`src/rtl/wallace_final_adder.sv`:
```
// wallace_final_adder: two-stage pipelined carry-propagate add of Wallace sum/carry vectors
module wallace_final_adder #(
  parameter int WIDTH = 32,
  parameter int SPLIT = 16
) (
  input  logic             clk,
  input  logic             rst,
  input  logic             in_valid,
  output logic             in_ready,
  input  logic [WIDTH-1:0] add_out1,
  input  logic [WIDTH-1:0] add_out0,
  output logic             out_valid,
  input  logic             out_ready,
  output logic [WIDTH-1:0] product
);
  logic                   r_s1_valid;
  logic                   r_s2_valid;
  logic [SPLIT:0]         r_s1_lo;
  logic [WIDTH-SPLIT-1:0] r_s1_hi1;
  logic [WIDTH-SPLIT-1:0] r_s1_hi0;
  logic [WIDTH-1:0]       r_product;
  logic                   w_s2_adv;
  logic                   w_accept;
  assign w_s2_adv  = !r_s2_valid || out_ready;
  assign in_ready  = !r_s1_valid || w_s2_adv;
  assign w_accept  = in_valid && in_ready;
  assign out_valid = r_s2_valid;
  assign product   = r_product;
  always_ff @(posedge clk)
    if (rst) begin
      r_s1_valid <= 1'b0;
      r_s2_valid <= 1'b0;
      r_s1_lo    <= '0;
      r_s1_hi1   <= '0;
      r_s1_hi0   <= '0;
      r_product  <= '0;
    end else begin
      r_s1_valid <= w_accept || (r_s1_valid && !w_s2_adv);
      if (w_accept) begin
        r_s1_lo  <= {1'b0, add_out1[SPLIT-1:0]} + {1'b0, add_out0[SPLIT-1:0]};
        r_s1_hi1 <= add_out1[WIDTH-1:SPLIT];
        r_s1_hi0 <= add_out0[WIDTH-1:SPLIT];
      end
      if (w_s2_adv) r_s2_valid <= r_s1_valid;
      // product only updates with real data, so idle cycles never disturb it
      if (w_s2_adv && r_s1_valid)
        r_product <= {r_s1_hi1 + r_s1_hi0 + {{(WIDTH-SPLIT-1){1'b0}}, r_s1_lo[SPLIT]}, r_s1_lo[SPLIT-1:0]};
    end
endmodule

```
`config.mk`:
```
export PLATFORM = sky130hd
export DESIGN_NAME = wallace_final_adder
export DESIGN_NICKNAME = d
export VERILOG_FILES = /design/src/rtl/wallace_final_adder.sv
export SDC_FILE = /design/constraint.sdc
export NUM_CORES = 1
export LEC_CHECK = 0
export ABC_CLOCK_PERIOD_IN_PS = 2600
export CORE_ASPECT_RATIO = 1.4
export CORE_UTILIZATION = 50
export DETAILED_ROUTE_END_ITERATION = 8
export PLACE_DENSITY = 0.8
export SETUP_SLACK_MARGIN = 0.1
export SYNTH_ARGS = -nofsm -noshare
export SYNTH_HDL_FRONTEND = slang
export SYNTH_SLANG_ARGS = --single-unit
export TNS_END_PERCENT = 30
```
`constraint.sdc`:
```
create_clock -name clk -period 2.6 [get_ports clk]
set_input_delay 0.39 -clock clk [delete_from_list [all_inputs] [get_ports clk]]
set_output_delay 0.39 -clock clk [all_outputs]
set_load 0.01 [all_outputs]
```
# Word level (Yosys, flattened, before mapping)
# Cells that the tools add are included.
# W data, S select, Z words.
# classes
reduce_logical	9
add_sub_neg	3
# ops
cell	count
$add A16 B16 Y17	1
$add A16 B1 Y16	1
$add A16 B16 Y16	1
$logic_and A1 B1 Y1	3
$logic_not A1 Y1	3
$logic_or A1 B1 Y1	3
# word_totals
reg_bits	83

# Longest topological paths before layout
# logic_depth
depth_word	5
ltp_mapped	9
ltp_nobuf	9

# Worst setup path before layout
# Ideal clock, no wire load.
# synth_path
path_kind	reg-to-reg
startpoint	register r_s1_lo[16]
endpoint	register r_product[30], in the netlist product[30]
setup_slack_ns	0.246
period_less_slack_ns	2.354
arrival_ns	2.232
required_ns	2.478
stages_incl_launch_ff	10
path_cell_list	dfxtp_1 -> fa_1 -> inv_1 -> fa_1 -> nor2b_4 -> o31a_1 -> o31a_1 -> a41oi_2 -> a2111oi_1 -> a311o_1
# synth_between
elab_chain_len	1
# synth_lines
element	line_no	source
start: declaration	18	logic [SPLIT:0] r_s1_lo;
start signal: assignment	40	r_s1_lo <= {1'b0, add_out1[SPLIT-1:0]} + {1'b0, add_out0[SPLIT-1:0]};
$add A16 B1 Y16	47	r_product <= {r_s1_hi1 + r_s1_hi0 + {{(WIDTH-SPLIT-1){1'b0}}, r_s1_lo[SPLIT]}, r_s1_lo[SPLIT-1:0]};
end signal: assignment	47	
end: declaration	21	logic [WIDTH-1:0] r_product;
# Every way passes these cells.
# A chain may end at the register's enable or synchronous reset.

# Worst setup path in the final report
# layout_path
startpoint	register r_s1_hi1[0]
endpoint	register r_product[30], in the netlist product[30]
# layout_between
elab_chain_len	2
# layout_lines
element	line_no	source
start: declaration	19	logic [WIDTH-SPLIT-1:0] r_s1_hi1;
start signal: assignment	41	r_s1_hi1 <= add_out1[WIDTH-1:SPLIT];
$add A16 B16 Y16	47	
$add A16 B1 Y16	47	
# Every way passes these cells.

==> impl_metrics.tcl <==
set metrics [dict create \
    holdBufCountCts 0 \
    r2r_cells 9 \
    relative_area_change_from_synthesis_to_final_layout_pct 35.80 \
    cp_cell_sequence "fa_2 -> inv_2 -> fa_2 -> nor2b_4 -> o31a_1 -> o31a_1 -> a41oi_2 -> a2111oi_1 -> a311o_1" \
    path_class "reg2reg" \
    grt_pass1_vias 4073 \
    synth.avg_cell_area_sq_um 7.892 \
    filler_cell_count 692 \
    sw_frac_of_total_pct 26.26 \
    largest_net_degree_at_the_start_of_global_routing 43 \
    cp-start-kind "register" \
    part_of_the_cycle_the_worst_path_needs_pct 93.18 \
    syn_area_sq_mm 0.004340 \
    number_of_synthesized_flops_with_an_enable_pin 0 \
    drtIter0Drc 190 \
    final-setup-viol-count 0 \
    dr.pass1.iters 4 \
    drive_above_1_share_pct 8.485 \
    dpl.cell_count 744 \
    timing.fmax_mhz 412.8 \
    grt_total_usage_pct 25.88 \
    clock_power_share_pct 40.5 \
    final_nets 756 \
    grt_setup_unrepaired "yes" \
    syn-instance-count 550 \
    vias_per_cell 5.552 \
    synth_cell_type_count 52 \
    clock-skew-final_ps 6.738 \
    comb_power_share_pct 18.6 \
    h-tree-depth 3 \
    drt_drc_violations_left 0 \
    area_of_the_die_sq_mm 0.009063 \
    route.vias.total 4231 \
    clk_pin_slew_worst_paths_ps 60 \
    cts_sinks 83 \
    io_pins 102 \
    rows 39 \
    clockBufferDepth 2 \
    intPower_mw 2.516 \
    worst_pin_slew_ps 681.1 \
    finalHoldViolations 0 \
    antenna_found_initial 0 \
    p_seq_share_pct 40.9 \
    post-route-worst-setup-slack_ps 177.3 \
    io_buffer_count 101 \
    overflow 0 \
    insertedDiodeCount 0 \
    net_count_of_the_mapped_netlist 651 \
    grt_pass1_wl_um 18180 \
    floorplan.initialDensity_pct 52.32 \
    min_path_cells 2 \
    crit_end_element "register" \
    critical_path_peak_fanout 3 \
    switchingPower_uw 896.2 \
    tritoncts.num_buffers 9 \
    synth_top_flop_cell "dfxtp_1" \
    chipWidth_um 80.75 \
    outcome "finished clean" \
    ir_worst_vdd_v 0.0004362 \
    p_leak_nw 2.309 \
    critPathRequiredTime_ps 2830 \
    chipHeight_um 112.2 \
    finalCriticalPeriod_ps 2423 \
    clk-insertion-delay-late_ps 340 \
    arrival_time_at_the_worst_endpoint_ps 2650 \
    synth_seq_area_share_pct 38.28 \
    antenna_violating_nets_post_route 0 \
    final-instance-count-excl-fill 762 \
    max-cap-violations 0 \
    async_flop_share_pct 0 \
    power.density_mw_per_mm2 578.9 \
    routed_len_inst_um 14.46 \
    relative_max_transition_margin_pct 54.60 \
    cpPeakStageDelay_ps 420 \
    final_count_of_pins_violating_max_slew 0 \
    worst_path_max_delay_cell "fa_2" \
    cts_root_buffer "clkbuf_16" \
    wirelength_um 11020 \
    clock_tree_from_tritoncts "built" \
    yosys_register_bits 83 \
    dp_slack_ps -202.5 \
    hold_path_class "reg2reg" \
    yosysWarningCount 0 \
    place.gp.congestion 0.9022 \
    post-dp-hpwl_um 8295 \
    core_sq_mm 0.008295 \
]
-- per-stage QoR --
stage / cell area [sq um] / TNS, ps / power [mW] / utilization [%] / hold WS, ps
2_1_floorplan: 4340 / 0 / 1.778 / - / 427.1
3_3_place_gp: 5532 / -234.4 / 2.034 / 66.68 / 430.3
3_5_place_dp: 5532 / -563.9 / 2.050 / 66.68 / 443.5
4_1_cts: 5877 / 0 / 3.418 / 70.84 / 452.0
5_1_grt: 5894 / 0 / 3.560 / 71.06 / 463.2
6_report: 5894 / 0 / 3.412 / 71.06 / 450.1
-- synthesized netlist by cell type (3+ instances only) --
cell	n	area share [%]
a211oi_1	15	2.6
a21o_1	10	1.7
a21oi_1	83	9.6
a31oi_1	6	0.86
and2_1	3	0.43
and3_1	3	0.43
buf_1	6	0.52
clkbuf_1	22	1.9
dfxtp_1	83	38
fa_1	3	1.4
ha_1	30	8.6
inv_1	9	0.78
nand2_1	130	11
nand3_1	4	0.46
nand3b_1	6	1.0
nand4_1	3	0.43
nor2_1	32	2.8
nor2b_1	3	0.43
nor3_1	13	1.5
nor3b_1	5	0.86
o211ai_1	3	0.52
o21ai_0	21	2.4
o21bai_1	3	0.52
or2_2	3	0.43
or3_1	4	0.58
xnor2_1	9	1.8
xor2_1	3	0.61
-- registers in the layout, indices dropped and copies added, names as in the netlist --
signal	flops
r_s1_hi1	16
r_s1_hi0	16
out_valid	1
product	32
r_s1_lo	17
r_s1_valid	1
-- power groups by stage --
stage	Combinational, mW	Sequential, mW	Clock (mW)
finish	0.636	1.40	1.38
global route	0.706	1.40	1.45
CTS	0.633	1.40	1.39
detailed placement	0.627	1.42	0
global placement	0.614	1.42	0
floorplan	0.357	1.42	0
-- critical path, delay by kind of cell (launching register included) --
kind            cells  cell delay, ps
compound gates      5            1220
fa+ha+maj           2             640
buf+inv             1              70
flops               1             330
simple gates        1              50
-- placed cells by master, fill, tap and decap left out, types with 4 or more instances in the layout --
cell type / instances
buf_4: 21
xnor2_1: 9
nand2_1: 129
or3_1: 4
a31oi_1: 6
a21oi_1: 83
nand3b_1: 6
o21ai_0: 21
nor3_1: 13
ha_1: 30
clkdlybuf4s50_1: 100
dfxtp_1: 82
a211oi_1: 14
nor2_1: 32
a21o_1: 10
clkbuf_16: 9
nand3_1: 4
inv_1: 8
nor3b_1: 5
-- per-layer routing --
| layer | global-route usage [%] | part of all wire [%] |
|---|---|---|
| met1 | 27.34 | 38 |
| met2 | 47.85 | 55 |
| met3 | 6.829 | 5.2 |
| met4 | 9.286 | 1.9 |
| met5 | 0 | 0 |
-- worst paths after layout --
check / from / to / slack, ps
max: r_s1_hi1[0] / product[30] / 180
min: product[27] / product[27] / 450
max reg2reg: r_s1_hi1[0] / product[30] / 180
min reg2reg: product[27] / product[27] / 450
-- logic make-up after synthesis --
family	after synthesis	share of synthesized area, %
muxes	1	0.2306
xor gates and xnor gates	12	2.422
AOI/OAI and AO/OA	164	23.15
adders and majority gates	33	10.03
buffers and inverters	38	3.315
DFF	83	38.28
and+or+nand+nor	219	22.57
-- layout make-up --
class | count | area [sq um] | area share (%)
Multi-Input combinational cell | 429 | 2561 | 43.45
Sequential cell | 83 | 1663 | 28.21
Timing Repair Buffer | 123 | 1184 | 20.08
Clock buffer | 9 | 225.2 | 3.821
Tap cell | 102 | 127.6 | 2.165
Clock inverter | 7 | 100.1 | 1.698
Inverter | 9 | 33.78 | 0.5731
-- what timing repair did --
action                     CTS  global route
setup endpoints to repair    1             4
pin swaps                    2             6
buffers inserted             2             0
resized for setup            2             5
Power figures use the tool's default switching activity.
==> RTL change 1: new RTL, same flow settings <==
Change the parameter `SPLIT` from 16 to 15.
--- a/src/rtl/wallace_final_adder.sv
+++ b/src/rtl/wallace_final_adder.sv
@@ -1,7 +1,7 @@
 // wallace_final_adder: two-stage pipelined carry-propagate add of Wallace sum/carry vectors
 module wallace_final_adder #(
   parameter int WIDTH = 32,
-  parameter int SPLIT = 16
+  parameter int SPLIT = 15
 ) (
   input  logic             clk,
   input  logic             rst,
Function: same outputs for any inputs over 10 cycles, from zero or initial values and one cycle with rst high; that may be too few to reach the edited logic, so the function may still have changed.
==> RTL change 1 against the unedited design <==
  * Utilization shrank 1.4 points
  * Clock skew down 0.00065 ns
  * First-iteration DRC count is 36% lower
  * Power decreased by 4.2%
  * Area after synthesis grew 0.35%
  * Design area is 2.0% lower
  * Worst setup slack better by 0.059 ns
  * Non-clock buffer count decreased by 7
  * Routed wire length increased by 0.86%
  * Sequential cell count increased by 1
  * Die area up 0.34%
==> RTL change 1: results (changes against the unedited design) <==
* Static leakage at 2.32 nW (was 2.31 nW)
* Status: finished, final reports clean (unchanged)
* GRT met2 Usage at 48.5% (was 47.9%)
* Fillcell total at 701 (was 692)
* CP max-delay cell: sky130_fd_sc_hd__fa_1 (was sky130_fd_sc_hd__fa_2)
* Overall global routing resource usage at 25.4% (was 25.9%)
* Largest stage delay, worst path at 0.48 ns (was 0.42 ns)
* Final Non-Filler Cells at 752 (was 762)
* ClkCell Share at 5.02% (was 5.52%)
* Clk sink count at 84 (was 83)
* Quantity of gates resized following cts at 1 (was 2)
* Buffers, non-clock at 116 (was 123)
* Number of global-route vias before repair at 4131 (was 4073)
* Register-to-register setup slack at 0.24 ns (was 0.18 ns)
* Share of synthesized area occupied by flip-flops and latches at 38.6% (was 38.3%)
* Switching share of total power at 26.5% (was 26.3%)
* Number of buffers added for setup after CTS at 0 (was 2)
* Dominant cells by area after synthesis: sky130_fd_sc_hd__dfxtp_1 (39%), sky130_fd_sc_hd__nand2_1 (12%), sky130_fd_sc_hd__a21oi_1 (9.5%) (was sky130_fd_sc_hd__dfxtp_1 (38%), sky130_fd_sc_hd__nand2_1 (11%), sky130_fd_sc_hd__a21oi_1 (9.6%))
* DP Worst Slack at -0.0732 ns (was -0.203 ns)
* Last weighted congestion value of the routability-driven placer at 0.920 (was 0.902)
* First-pass GRT wire length at 17900 um (was 18200 um)
* First DRT Iteration DRCs at 121 (was 190)
* Area of the multi-input gates at 0.00254 mm2 (was 0.00256 mm2)
* # placed instances at 735 (was 744)
* Power share of the combinational group at 19.3% (was 18.6%)
* Global Route met1 Usage at 25.7% (was 27.3%)
* Routed metal-1 wire length at 4320 um (was 4210 um)
* Met2 wire length at 6100 um (was 6030 um)
* Worst reg2reg startpoint: r_s1_lo[15] (was r_s1_hi1[0])
* Worst Setup EP: product[31] (was product[30])
* Routed wire per std cell at 14.8 um (was 14.5 um)
* Most frequent cells after synthesis: sky130_fd_sc_hd__nand2_1 (136), sky130_fd_sc_hd__dfxtp_1 (84), sky130_fd_sc_hd__a21oi_1 (83), sky130_fd_sc_hd__nor2_1 (31), sky130_fd_sc_hd__ha_1 (30) (was sky130_fd_sc_hd__nand2_1 (130), sky130_fd_sc_hd__a21oi_1 (83), sky130_fd_sc_hd__dfxtp_1 (83), sky130_fd_sc_hd__nor2_1 (32), sky130_fd_sc_hd__ha_1 (30))
* # clk buffers at 13 (was 9)
* Fraction of layout instances using a drive strength above 1 at 6.92% (was 8.48%)
* Maximum frequency from static timing analysis at 423 MHz (was 413 MHz)
* Logic inverters at 5 (was 9)
* Worst IR Drop VDD at 0.000470 V (was 0.000436 V)
* Worst Hold End: product[19] (was product[27])
* Hold slack at 0.449 ns (was 0.450 ns)
* Beginning of the worst hold path: product[19] (was product[27])
* Clock Skew at 0.00609 ns (was 0.00674 ns)
* Share of final layout cell area taken by non-clock buffers at 19.4% (was 20.1%)
* Number of buffers inserted during clock tree synthesis at 9 (unchanged)
* Post-Syn Nets at 648 (was 651)
* Detailed placement HPWL at 8460 um (was 8290 um)
==> RTL change 1: kinds of logic after synthesis <==
| kind of cell | Yosys count | share of synthesized area, % |
|---|---|---|
| adders and majority gates | 33 | 10.0 |
| AOI/OAI and AO/OA | 161 | 22.7 |
| buffers and inverters | 34 | 3.27 |
| DFF | 84 | 38.6 |
| and+or+nand+nor | 215 | 21.3 |
| muxes | 1 | 0.259 |
| xor gates and xnor gates | 19 | 3.82 |
==> RTL change 1: stage by stage <==
| step | total power, mW | setup TNS (ns) | utilization, % | cell area, um2 |
|---|---|---|---|---|
| 2_1_floorplan | 1.81 | 0 | - | 4360 |
| 3_3_place_gp | 2.05 | -0.0222 | 66.0 | 5470 |
| 3_5_place_dp | 2.06 | -0.0916 | 66.0 | 5470 |
| 4_1_cts | 3.28 | 0 | 69.5 | 5770 |
| 5_1_grt | 3.39 | 0 | 69.6 | 5780 |
| 6_report | 3.27 | 0 | 69.6 | 5780 |
==> RTL change 2: new RTL, same flow settings <==
Made on the original files. Reset style: asynchronous (`rst`), changed in one clocked block.
--- a/src/rtl/wallace_final_adder.sv
+++ b/src/rtl/wallace_final_adder.sv
@@ -26,7 +26,7 @@
   assign w_accept  = in_valid && in_ready;
   assign out_valid = r_s2_valid;
   assign product   = r_product;
-  always_ff @(posedge clk)
+  always_ff @(posedge clk or posedge rst)
     if (rst) begin
       r_s1_valid <= 1'b0;
       r_s2_valid <= 1'b0;
Behaviour: differs if rst is asserted again (counterexample within 4 cycles, from zero or initial values and one cycle with rst high); with rst held inactive, the same outputs for 10 cycles.
==> RTL change 2 against the unedited design <==
  * Utilization down 1.4 points
  * Cell count shrank 5.2%
  * Area after synthesis is 3.7% higher
  * Routed wire length decreased by 4.0%
  * Design area up 2.3%
  * Sequential share of layout area up 6.2 points
  * Largest cell class unchanged
  * Sequential cell count did not move
  * Worst setup slack got worse by 0.068 ns
  * Highest routed layer unchanged
Power is not compared: it rests on default switching activity, and its combinational part moved more than twofold at a synthesized area within 25%.
==> RTL change 2: results (changes against the unedited design) <==
* First-pass GRT wire length at 17400 um (was 18200 um)
* Post-Syn Nets at 606 (was 651)
* Global routing usage on met3 at 4.46% (was 6.83%)
* Overall global routing resource usage at 24.7% (was 25.9%)
* Critical path launch point: add_out1[0] (was r_s1_hi1[0])
* Worst reg2reg startpoint: r_s1_hi1[0] (unchanged)
* Portion of netlist area occupied by mux cells at 0.250% (was 0.231%)
* Synth cell types at 55 (was 52)
* Compound-gate portion of the synthesized area at 16.0% (was 23.1%)
* Final min period at 2.49 ns (was 2.42 ns)
* Routed metal-1 wire length at 4160 um (was 4210 um)
* Synthesized area per cell at 8.91 um2 (was 7.89 um2)
* DR vias at 3908 (was 4231)
* Beginning of the worst hold path: r_s1_lo[13] (was product[27])
* Area share of xor/xnor cells in the synthesized design at 3.89% (was 2.42%)
* Number of global-route vias before repair at 3841 (was 4073)
* Met2 wire length at 5690 um (was 6030 um)
* Register-to-register setup slack at 0.14 ns (was 0.18 ns)
* Util after Layout at 69.7% (was 71.1%)
* Post-synthesis adder-cell area fraction at 9.68% (was 10.0%)
* Worst R2R End: product[28] (was product[30])
* Headroom to the max-slew limit at 64.1% (was 54.6%)
* Fillcell total at 660 (was 692)
* Met3 Routed Length at 430 um (was 574 um)
* Share of synthesized area occupied by flip-flops and latches at 46.2% (was 38.3%)
* Routed wire per std cell at 14.6 um (was 14.5 um)
* Total length of routed wires at 10600 um (was 11000 um)
* Dominant cells by area after synthesis: sky130_fd_sc_hd__dfrtp_1 (46%), sky130_fd_sc_hd__nand2_1 (16%), sky130_fd_sc_hd__ha_1 (8.3%) (was sky130_fd_sc_hd__dfxtp_1 (38%), sky130_fd_sc_hd__nand2_1 (11%), sky130_fd_sc_hd__a21oi_1 (9.6%))
* First DRT Iteration DRCs at 203 (was 190)
* Hold slack at 0.471 ns (was 0.450 ns)
* Worst Setup EP: r_s1_lo[16] (was product[30])
* Status: finished, final reports clean (unchanged)
* Fraction of registers with async set/reset at 100% (was 0%)
RTL change 2: cell types whose count changed after synthesis, moves of 13 or more:
cell / before / now
sky130_fd_sc_hd__a21oi_1: 83 / 21
sky130_fd_sc_hd__dfxtp_1: 83 / 0
sky130_fd_sc_hd__dfrtp_1: 0 / 83
sky130_fd_sc_hd__nand2_1: 130 / 189
sky130_fd_sc_hd__a211oi_1: 15 / 2
sky130_fd_sc_hd__nor2_1: 32 / 10
RTL change 2: timing repair:
item | in CTS | in global routing
endpoints found under the hold margin | 0 | 0
gates resized for setup | 1 | 3
pin swaps | 1 | 0
setup endpoints to repair | 2 | 5
gates cloned | 0 | 0
RTL change 2: layout make-up:
| cell class | instances | area share, % |
|---|---|---|
| multi-input cells | 390 | 38.4 |
| clock inverters | 6 | 1.43 |
| flip-flops and latches | 83 | 34.5 |
| well taps | 105 | 2.18 |
| repair buffers | 115 | 18.7 |
| clock buffers | 10 | 3.96 |
| inverters | 13 | 0.871 |
